File: src/rtl/rgu_spi_pkg.sv
// Shared types and defaults for the RGU SPI master: FSM state encoding,
// default parameters, command layout and the transfer-length clamp helper.
package rgu_spi_pkg;

  localparam int RGU_SPI_CLK_DIV_DEFAULT  = 2;
  localparam int RGU_SPI_MAX_BITS_DEFAULT = 32;
  localparam int RGU_SPI_LEN_W_DEFAULT    = $clog2(RGU_SPI_MAX_BITS_DEFAULT + 1);

  typedef enum logic [2:0] {
    IDLE,
    SETUP,
    SHIFT,
    HOLD,
    GAP
  } rgu_spi_state_e;

  // Command layout at the default widths.
  typedef struct packed {
    logic [2:0]                          cs;
    logic [RGU_SPI_LEN_W_DEFAULT-1:0]    len;
    logic [RGU_SPI_MAX_BITS_DEFAULT-1:0] data;
  } rgu_spi_cmd_t;

  function automatic int rgu_spi_clamp_len(input int len, input int max_bits);
    return (len > max_bits) ? max_bits : len;
  endfunction

endpackage

File: src/rtl/rgu_spi_clkgen.sv
// Half-period tick generator for the SPI serial clock.
// Counts CLK_DIV cycles while enabled and holds at zero while disabled.
module rgu_spi_clkgen #(
  parameter int CLK_DIV = 2
) (
  input  logic clk,
  input  logic rst_n,
  input  logic en,
  output logic half_tick
);

  localparam int CNT_W = (CLK_DIV > 1) ? $clog2(CLK_DIV) : 1;

  logic [CNT_W-1:0] cnt_q;
  logic [CNT_W-1:0] cnt_d;

  always_comb begin
    half_tick = en && (cnt_q == CNT_W'(CLK_DIV - 1));
    cnt_d     = cnt_q;
    if (!en || half_tick) begin
      cnt_d = '0;
    end else begin
      cnt_d = cnt_q + CNT_W'(1);
    end
  end

  always_ff @(posedge clk or negedge rst_n) begin
    if (!rst_n) begin
      cnt_q <= '0;
    end else begin
      cnt_q <= cnt_d;
    end
  end

endmodule

File: src/rtl/rgu_spi_master.sv
// Mode-0 SPI master with eight active-low chip selects and a valid/ready command port.
// Optional feature macro RGU_SPI_LOOPBACK_EN: receive path samples the internal mosi register.
module rgu_spi_master
  import rgu_spi_pkg::*;
#(
  parameter int CLK_DIV  = RGU_SPI_CLK_DIV_DEFAULT,
  parameter int MAX_BITS = RGU_SPI_MAX_BITS_DEFAULT,
  parameter int LEN_W    = $clog2(MAX_BITS + 1)
) (
  input  logic                clk,
  input  logic                rst_n,
  input  logic                cmd_valid,
  output logic                cmd_ready,
  input  logic [2:0]          cmd_cs,
  input  logic [LEN_W-1:0]    cmd_len,
  input  logic [MAX_BITS-1:0] cmd_data,
  output logic                rsp_valid,
  output logic [MAX_BITS-1:0] rsp_data,
  output logic                busy,
  output logic                sclk,
  output logic [7:0]          cs_n,
  output logic                mosi,
  input  logic                miso
);

  rgu_spi_state_e state_q, state_d;

  logic [LEN_W-1:0]    n_q, n_d;
  logic [LEN_W-1:0]    bit_cnt_q, bit_cnt_d;
  logic [MAX_BITS-1:0] tx_q, tx_d;
  logic [MAX_BITS-1:0] rx_q, rx_d;
  logic [MAX_BITS-1:0] rsp_data_q, rsp_data_d;
  logic                rsp_valid_q, rsp_valid_d;
  logic                sclk_q, sclk_d;
  logic [7:0]          cs_n_q, cs_n_d;
  logic                mosi_q, mosi_d;
  logic                zero_len_q, zero_len_d;

  logic                half_tick;
  logic                clk_en;
  logic                sample_bit;
  logic [LEN_W-1:0]    cmd_n;
  logic [MAX_BITS-1:0] tx_aligned;

  assign clk_en = (state_q != IDLE);

  rgu_spi_clkgen #(
    .CLK_DIV (CLK_DIV)
  ) u_clkgen (
    .clk       (clk),
    .rst_n     (rst_n),
    .en        (clk_en),
    .half_tick (half_tick)
  );

`ifdef RGU_SPI_LOOPBACK_EN
  assign sample_bit = mosi_q;
`else
  assign sample_bit = miso;
`endif

  // Left-align the transmit word so the first bit always sits in the MSB.
  always_comb begin
    cmd_n      = LEN_W'(rgu_spi_clamp_len(int'(cmd_len), MAX_BITS));
    tx_aligned = cmd_data << (LEN_W'(MAX_BITS) - cmd_n);
  end

  always_comb begin
    state_d     = state_q;
    n_d         = n_q;
    bit_cnt_d   = bit_cnt_q;
    tx_d        = tx_q;
    rx_d        = rx_q;
    rsp_data_d  = rsp_data_q;
    rsp_valid_d = 1'b0;
    sclk_d      = sclk_q;
    cs_n_d      = cs_n_q;
    mosi_d      = mosi_q;
    zero_len_d  = zero_len_q;

    unique case (state_q)
      IDLE: begin
        if (cmd_valid) begin
          n_d       = cmd_n;
          bit_cnt_d = '0;
          rx_d      = '0;
          if (cmd_n == '0) begin
            // Zero-length command: answer immediately without touching the bus.
            rsp_valid_d = 1'b1;
            rsp_data_d  = '0;
            zero_len_d  = 1'b1;
            state_d     = GAP;
          end else begin
            cs_n_d     = ~(8'd1 << cmd_cs);
            mosi_d     = tx_aligned[MAX_BITS-1];
            tx_d       = tx_aligned << 1;
            zero_len_d = 1'b0;
            state_d    = SETUP;
          end
        end
      end

      SETUP: begin
        if (half_tick) begin
          sclk_d  = 1'b1;
          rx_d    = {rx_q[MAX_BITS-2:0], sample_bit};
          state_d = SHIFT;
        end
      end

      SHIFT: begin
        if (half_tick) begin
          if (sclk_q) begin
            sclk_d = 1'b0;
            if (bit_cnt_q == n_q - LEN_W'(1)) begin
              mosi_d  = 1'b0;
              state_d = HOLD;
            end else begin
              mosi_d    = tx_q[MAX_BITS-1];
              tx_d      = tx_q << 1;
              bit_cnt_d = bit_cnt_q + LEN_W'(1);
            end
          end else begin
            sclk_d = 1'b1;
            rx_d   = {rx_q[MAX_BITS-2:0], sample_bit};
          end
        end
      end

      HOLD: begin
        if (half_tick) begin
          cs_n_d      = 8'hff;
          rsp_valid_d = 1'b1;
          rsp_data_d  = rx_q;
          state_d     = GAP;
        end
      end

      GAP: begin
        if (half_tick || zero_len_q) begin
          zero_len_d = 1'b0;
          state_d    = IDLE;
        end
      end

      default: begin
        state_d = IDLE;
      end
    endcase
  end

  always_ff @(posedge clk or negedge rst_n) begin
    if (!rst_n) begin
      state_q     <= IDLE;
      n_q         <= '0;
      bit_cnt_q   <= '0;
      tx_q        <= '0;
      rx_q        <= '0;
      rsp_data_q  <= '0;
      rsp_valid_q <= 1'b0;
      sclk_q      <= 1'b0;
      cs_n_q      <= 8'hff;
      mosi_q      <= 1'b0;
      zero_len_q  <= 1'b0;
    end else begin
      state_q     <= state_d;
      n_q         <= n_d;
      bit_cnt_q   <= bit_cnt_d;
      tx_q        <= tx_d;
      rx_q        <= rx_d;
      rsp_data_q  <= rsp_data_d;
      rsp_valid_q <= rsp_valid_d;
      sclk_q      <= sclk_d;
      cs_n_q      <= cs_n_d;
      mosi_q      <= mosi_d;
      zero_len_q  <= zero_len_d;
    end
  end

  assign cmd_ready = (state_q == IDLE);
  assign busy      = (state_q != IDLE);
  assign rsp_valid = rsp_valid_q;
  assign rsp_data  = rsp_data_q;
  assign sclk      = sclk_q;
  assign cs_n      = cs_n_q;
  assign mosi      = mosi_q;

endmodule

File: config.mk
export PLATFORM = sky130hd
export DESIGN_NAME = rgu_spi_master
export DESIGN_NICKNAME = d
export VERILOG_FILES = /design/src/rtl/rgu_spi_pkg.sv /design/src/rtl/rgu_spi_clkgen.sv /design/src/rtl/rgu_spi_master.sv
export SDC_FILE = /design/constraint.sdc
export NUM_CORES = 1
export LEC_CHECK = 0
export ABC_AREA = 1
export ABC_CLOCK_PERIOD_IN_PS = 1800
export CAP_MARGIN = 5
export CORE_UTILIZATION = 50
export CTS_CLUSTER_DIAMETER = 30
export DETAILED_ROUTE_END_ITERATION = 6
export GPL_TIMING_DRIVEN = 0
export PLACE_DENSITY = 0.76
export SLEW_MARGIN = 20
export SYNTH_ARGS = -nofsm -noshare
export SYNTH_HDL_FRONTEND = slang
export SYNTH_SLANG_ARGS = --single-unit
File: constraint.sdc
create_clock -name clk -period 1.8 [get_ports clk]
set_input_delay 0.36 -clock clk [delete_from_list [all_inputs] [get_ports clk]]
set_output_delay 0.36 -clock clk [all_outputs]
set_load 0.01 [all_outputs]
* Word-level counts from Yosys, hierarchy flattened
Cells that the tools add are included.
** Storage, ports and cells
- Register bits after elaboration :: 124
- Logic and storage cells :: 110
** Cells by class
- Eq/ne operators :: 16
- Magnitude comparators :: 1
- Mux-type cells :: 52
- Shifts and indexed selects :: 2
- Bitwise logic cells :: 1
- Add/sub/neg operators :: 4
- Reduce and logical (&&, ||, !) cells :: 22
** Operators by type and width (number)
- $mux 32 :: 12
- $pmux 32 s2 :: 2
- $pmux 32 s3 :: 1
- $shl 32x6->32 :: 1
- $mux 6 :: 5
- $mux 3 :: 8
- $mux 8 :: 3
- $ne 2x2->1 const B :: 10
- $pmux 8 s2 :: 1
- $pmux 3 s5 :: 1
- $reduce_and 5->1 :: 3
- $mux 1 :: 14
- $pmux 6 s2 :: 1
- $not 8->8 :: 1
- $pmux 1 s2 :: 4
- $reduce_and 4->1 :: 2
- $reduce_bool 2->1 :: 4
- $shl 1x3->8 const A :: 1
- $reduce_and 7->1 :: 1
- $add 6x1->6 const B :: 1
- $eq 3x2->1 const B :: 2
- $eq 6x6->1 :: 1
- $gt 6x6->1 const B :: 1
- $logic_not 6->1 :: 1
- 14 further kinds :: 17

* Logic depth before layout (Yosys ltp)
- Depth after elaboration :: 7
- Depth in mapped cells :: 18
- Gate-level depth less buffers :: 15

* Modules after synthesis
From an unflattened synthesis, not the netlist that was laid out.
** Second synthesis, totals
- Cell total of the unflattened synthesis :: 1079
- Area total of the unflattened synthesis :: 7616.1 µm²
** By module, submodules not included
- rgu_spi_master :: seq. area each 3062.9 µm², area each 7573.5 µm², cells an instance 1074, instances 1
- rgu_spi_clkgen :: seq. area each 25.0 µm², area each 42.5 µm², cells an instance 5, instances 1

* Worst setup path after synthesis
OpenSTA, ideal clock, no wires.
- Path kind :: input to register
- Start :: in cmd_len[0]
- End :: reg tx_q[30]
- Required time :: 1.687 ns
- Arrival time :: 2.478 ns
- Cell stages on the path :: 16
- Library setup time :: 0.113 ns
- Slack :: -0.791 ns
- Path through :: buf_2 > nor2_2 > nand3_2 > nand2_4 > nand2_2 > buf_2 > ha_1 > clkbuf_1 > clkbuf_1 > nand3_1 > nand3_1 > nand3_1 > nand3_1 > nand3_1 > nand2_1 > inv_1
** On the way
- Word-level cells in the longest chain between the ends :: 7
** Ends and longest elaborated chain
- start: declaration :: RTL line rgu_spi_master.sv:15 : input logic [LEN_W-1:0] cmd_len,
- $gt 6x6->1 :: RTL line rgu_spi_pkg.sv:25 : return (len > max_bits) ? max_bits : len;
- $mux 6 (*) :: RTL line rgu_spi_pkg.sv:25
- $sub 6x6->6 :: RTL line rgu_spi_master.sv:65 : tx_aligned = cmd_data << (LEN_W'(MAX_BITS) - cmd_n);
- $shl 32x6->32 :: RTL line rgu_spi_master.sv:65
- $mux 32 :: RTL line rgu_spi_master.sv:87 : if (cmd_n == '0) begin
- $mux 32 :: RTL line rgu_spi_master.sv:83 : if (cmd_valid) begin
- $pmux 32 s2 :: RTL line rgu_spi_master.sv:81 : unique case (state_q)
- end signal: assignment :: RTL line rgu_spi_master.sv:169 : tx_q <= tx_d;
- end: declaration :: RTL line rgu_spi_master.sv:30 : logic [MAX_BITS-1:0] tx_q, tx_d;
Every way passes the cells marked *; elsewhere a longest branch is shown, timed or not. The select of a mux whose other input is x is not followed.
A chain may end at the register's enable or synchronous reset.

* Worst setup path in the final report
- Start :: reg n_q[0]
- End :: reg tx_q[5]
** On the way
- Word-level cells in the longest chain between the ends :: 4
** Ends and longest elaborated chain
- start: declaration :: RTL line rgu_spi_master.sv:28 : logic [LEN_W-1:0] n_q, n_d;
- start signal: assignment :: RTL line rgu_spi_master.sv:167 : n_q <= n_d;
- $sub 6x1->6 :: RTL line rgu_spi_master.sv:115 : if (bit_cnt_q == n_q - LEN_W'(1)) begin
- $eq 6x6->1 :: RTL line rgu_spi_master.sv:115
- $ne 2x2->1 (no source line)
- $reduce_and 6->1 (no source line)
Every way passes these cells.

==> qor.csv <==
metric;value;unit
status;finished, violations left;
violations;setup timing;
p_sw_frac;0.4279;
antenna_found_initial;0;
fin_area;10880;sq um
hpwlAfterDp;16.86;mm
wl_per_cell;18.44;um
cts_tree;yes;
clk_latency;0.42;ns
net-switching-power;7.356;mW
yosys_warnings;0;
ys_types;39;
die_h;123.9;um
ys.flop_type;dfrtp_1;
startpoint_type;flip-flop;
firstDrtPassIters;5;
path_clk_slew;0.06;ns
placed_area;8881;sq um
intPower;9.833;mW
critical_path.max_stage_delay;0.41;ns
grt_first_pass_wirelength;38.33;mm
area_growth;46.41;%
clockBufferDepth;2;
pwr-share-comb;0.538;
antenna_cells;0;
yosysTopAreaCell;dfrtp_1;
numClockSinks;123;
syn_area;7433;sq um
io_pins;90;
gp_congestion;1.028;
p_total;17.19;mW
synth_fp_nets;1094;
grt_pass1_vias;7671;
maxSlewViolCount;0;
start_util;0.5114;
synth.most_common_cell;nand3_1;
synth_top_area_share;0.3871;
layout-drive-gt1-share;0.2946;
vias;8278;
htree_levels;4;
clkPwrFrac;0.201;
leakage;5.006;nW
irDropWorstVdd;0.9364;mV
synthCells;1046;
crit_fanout;10;
routed_wl;25.93;mm
clock-skew-final;0.008921;ns
power_density;1579;nW/um^2
viasPerCell;5.888;
die_x;123.9;um
critPathArrivalTime;2.35;ns
worstMarginPinSlew;0.5825;ns
synth_area_per_cell;7.106;sq um
seq_area_frac_synth;0.4154;
fin_ws;-0.2565;ns
fmax;486.3;MHz
required;2.10;ns
crit_path_end_kind;flip-flop;
max_slew_margin;0.6117;
synth-edff-count;0;
final-hold-violation-count;0;
grt_use_total;0.3290;
seq_power_share;0.261;
synth.ff_latch_count;123;
drtIter0Drc;951;
numCtsBuffers;17;
ant_nets;0;
dp_cells;1319;
period_share;1.142;
cts-root-buf;clkbuf_16;
rows;44;
cp_slowest_cell;dfrtp_1;
period_minus_slack;2.056;ns
crit_chain;inv_2, ha_4, xor2_1, nand4_1, nor2_2, nand4_1, nand2_4, inv_4, buf_6, nor2_1, a21oi_1;
grt_max_degree;69;
crit_path_frequent_cell;nand4_1;
design.die.area;15360;sq um
path_class;flip-flop to flip-flop;
rsz0062_at_grt;yes;
gr-total-overflow;0;
async_flop_share;1.000;
drv_cap;0;
fin_nets;1257;
synth_common_cells;nand3_1 (267), nand2_1 (228), dfrtp_1 (115);
coreArea;14530;sq um
drc;0;
hold_slack;0.2750;ns
post-place-ws;-1.262;ns
hold_path.class;input pin to flip-flop;
setup_viol;73;
layout.cells.non_filler;1406;
synth.area.top_cells;dfrtp_1 (39%), nand3_1 (18%), nand2_1 (12%);
io_buffers;88;
-- logic make-up (layout without fill, tap and decap cells) --
kind of cell / count (synthesis) / count (layout) / share of synthesized area
flip-flops: 123 / 123 / 0.4154
buffers and inverters: 168 / 343 / 0.09376
XOR/XNOR: 13 / 13 / 0.02071
adder cells (fa/ha/maj): 3 / 3 / 0.005050
AND/OR/NAND/NOR: 588 / 589 / 0.3560
AO/OA/AOI/OAI: 151 / 151 / 0.1091
-- through the flow --
step	setup TNS [ns]	util
finish	-10.40	0.7488
global route	-19.65	0.7488
CTS	-6.512	0.6974
detailed placement	-87.40	0.6111
global placement	-597.75	0.6091
floorplan	-11.03	-
-- sequential cells by signal, summed over array words and instances, names as in the netlist --
signal          cells
zero_len_q          1
state_q             3
rsp_data           32
bit_cnt_q           6
u_clkgen.cnt_q      1
tx_q               31
rx_q               32
sclk                1
rsp_valid           1
mosi                1
n_q                 6
cs_n                8
-- layout make-up --
cell class | instances | area [sq um]
plain buffers | 60 | 571.8
clock buffers | 17 | 425.4
clock inverters | 15 | 175.2
fillers | 1058 | 3651
inverters | 108 | 451.7
multi-input cells | 756 | 4518
flip-flops and latches | 123 | 3089
well taps | 184 | 230.2
repair buffers | 142 | 1410
repair inverters | 1 | 11.26
-- path summary, 6_finish.rpt --
kind,from,slack (ns),end,cells after the start
worst max-delay path,n_q[0]$_DFFE_PN0P_,-0.26,tx_q[5]$_DFFE_PN0P_,11
worst min-delay path,cmd_len[1],0.28,n_q[1]$_DFFE_PN0P_,3
worst max register to register,n_q[0]$_DFFE_PN0P_,-0.26,tx_q[5]$_DFFE_PN0P_,11
worst min register to register,rsp_data[20]$_DFFE_PN0P_,0.49,rsp_data[20]$_DFFE_PN0P_,2
max in group asynchronous,rst_n,0.61,tx_q[20]$_DFFE_PN0P_,3
min in group asynchronous,rst_n,0.48,bit_cnt_q[4]$_DFFE_PN0P_,2
-- worst max-delay path, delay by kind of cell, from the launching register on --
family / cells / cell delay, ns
xor+xnor: 1 / 0.16
flops: 1 / 0.41
simple gates: 5 / 0.77
buf+inv: 3 / 0.29
fa+ha+maj: 1 / 0.26
compound gates: 1 / 0.05
-- power groups by stage --
stage	Combinational [mW]	Clock, mW	Sequential (mW)
after global placement	6.73	0	4.35
after detailed placement	6.84	0	4.39
after CTS	7.84	3.47	4.36
after global routing	10.1	3.59	4.60
final	9.24	3.46	4.49
after floorplan	4.28	0	4.49
-- layer usage --
| metal | track usage | routed length [um] |
|---|---|---|
| met1 | 0.4133 | 10470 |
| met2 | 0.5458 | 12720 |
| met3 | 0.05495 | 1777 |
| met4 | 0.1667 | 962 |
| met5 | 0 | 0 |
-- cell usage in the layout (no fill, tap or decap), types with 9 or more instances in the layout --
cell / Yosys / final
nand3_1: 267 / 209
o21ai_2: 0 / 16
clkbuf_16: 0 / 25
a21oi_1: 50 / 42
dfrtp_1: 115 / 114
dlygate4sd2_1: 0 / 9
inv_2: 6 / 9
nor2_2: 6 / 13
buf_6: 2 / 18
nor2_1: 64 / 47
nand2_4: 1 / 16
nor2_4: 3 / 14
clkbuf_2: 0 / 9
o21ai_1: 5 / 34
o21ai_0: 76 / 31
nand3_2: 2 / 55
clkdlybuf4s50_1: 0 / 72
nand2_1: 228 / 174
buf_4: 6 / 48
buf_2: 23 / 15
nand2_2: 3 / 42
inv_1: 100 / 91
inv_6: 0 / 9
-- what timing repair did --
action                                  in CTS  in global routing
pin swaps                                   27                 24
hold endpoints to repair                    47                  0
cloned                                       3                  5
hold buffers                                 1                  0
gates resized for setup                    143                201
endpoints found under the setup margin     125                118
setup buffers                               30                 17
Note: power is estimated with default switching activity, not from simulation.
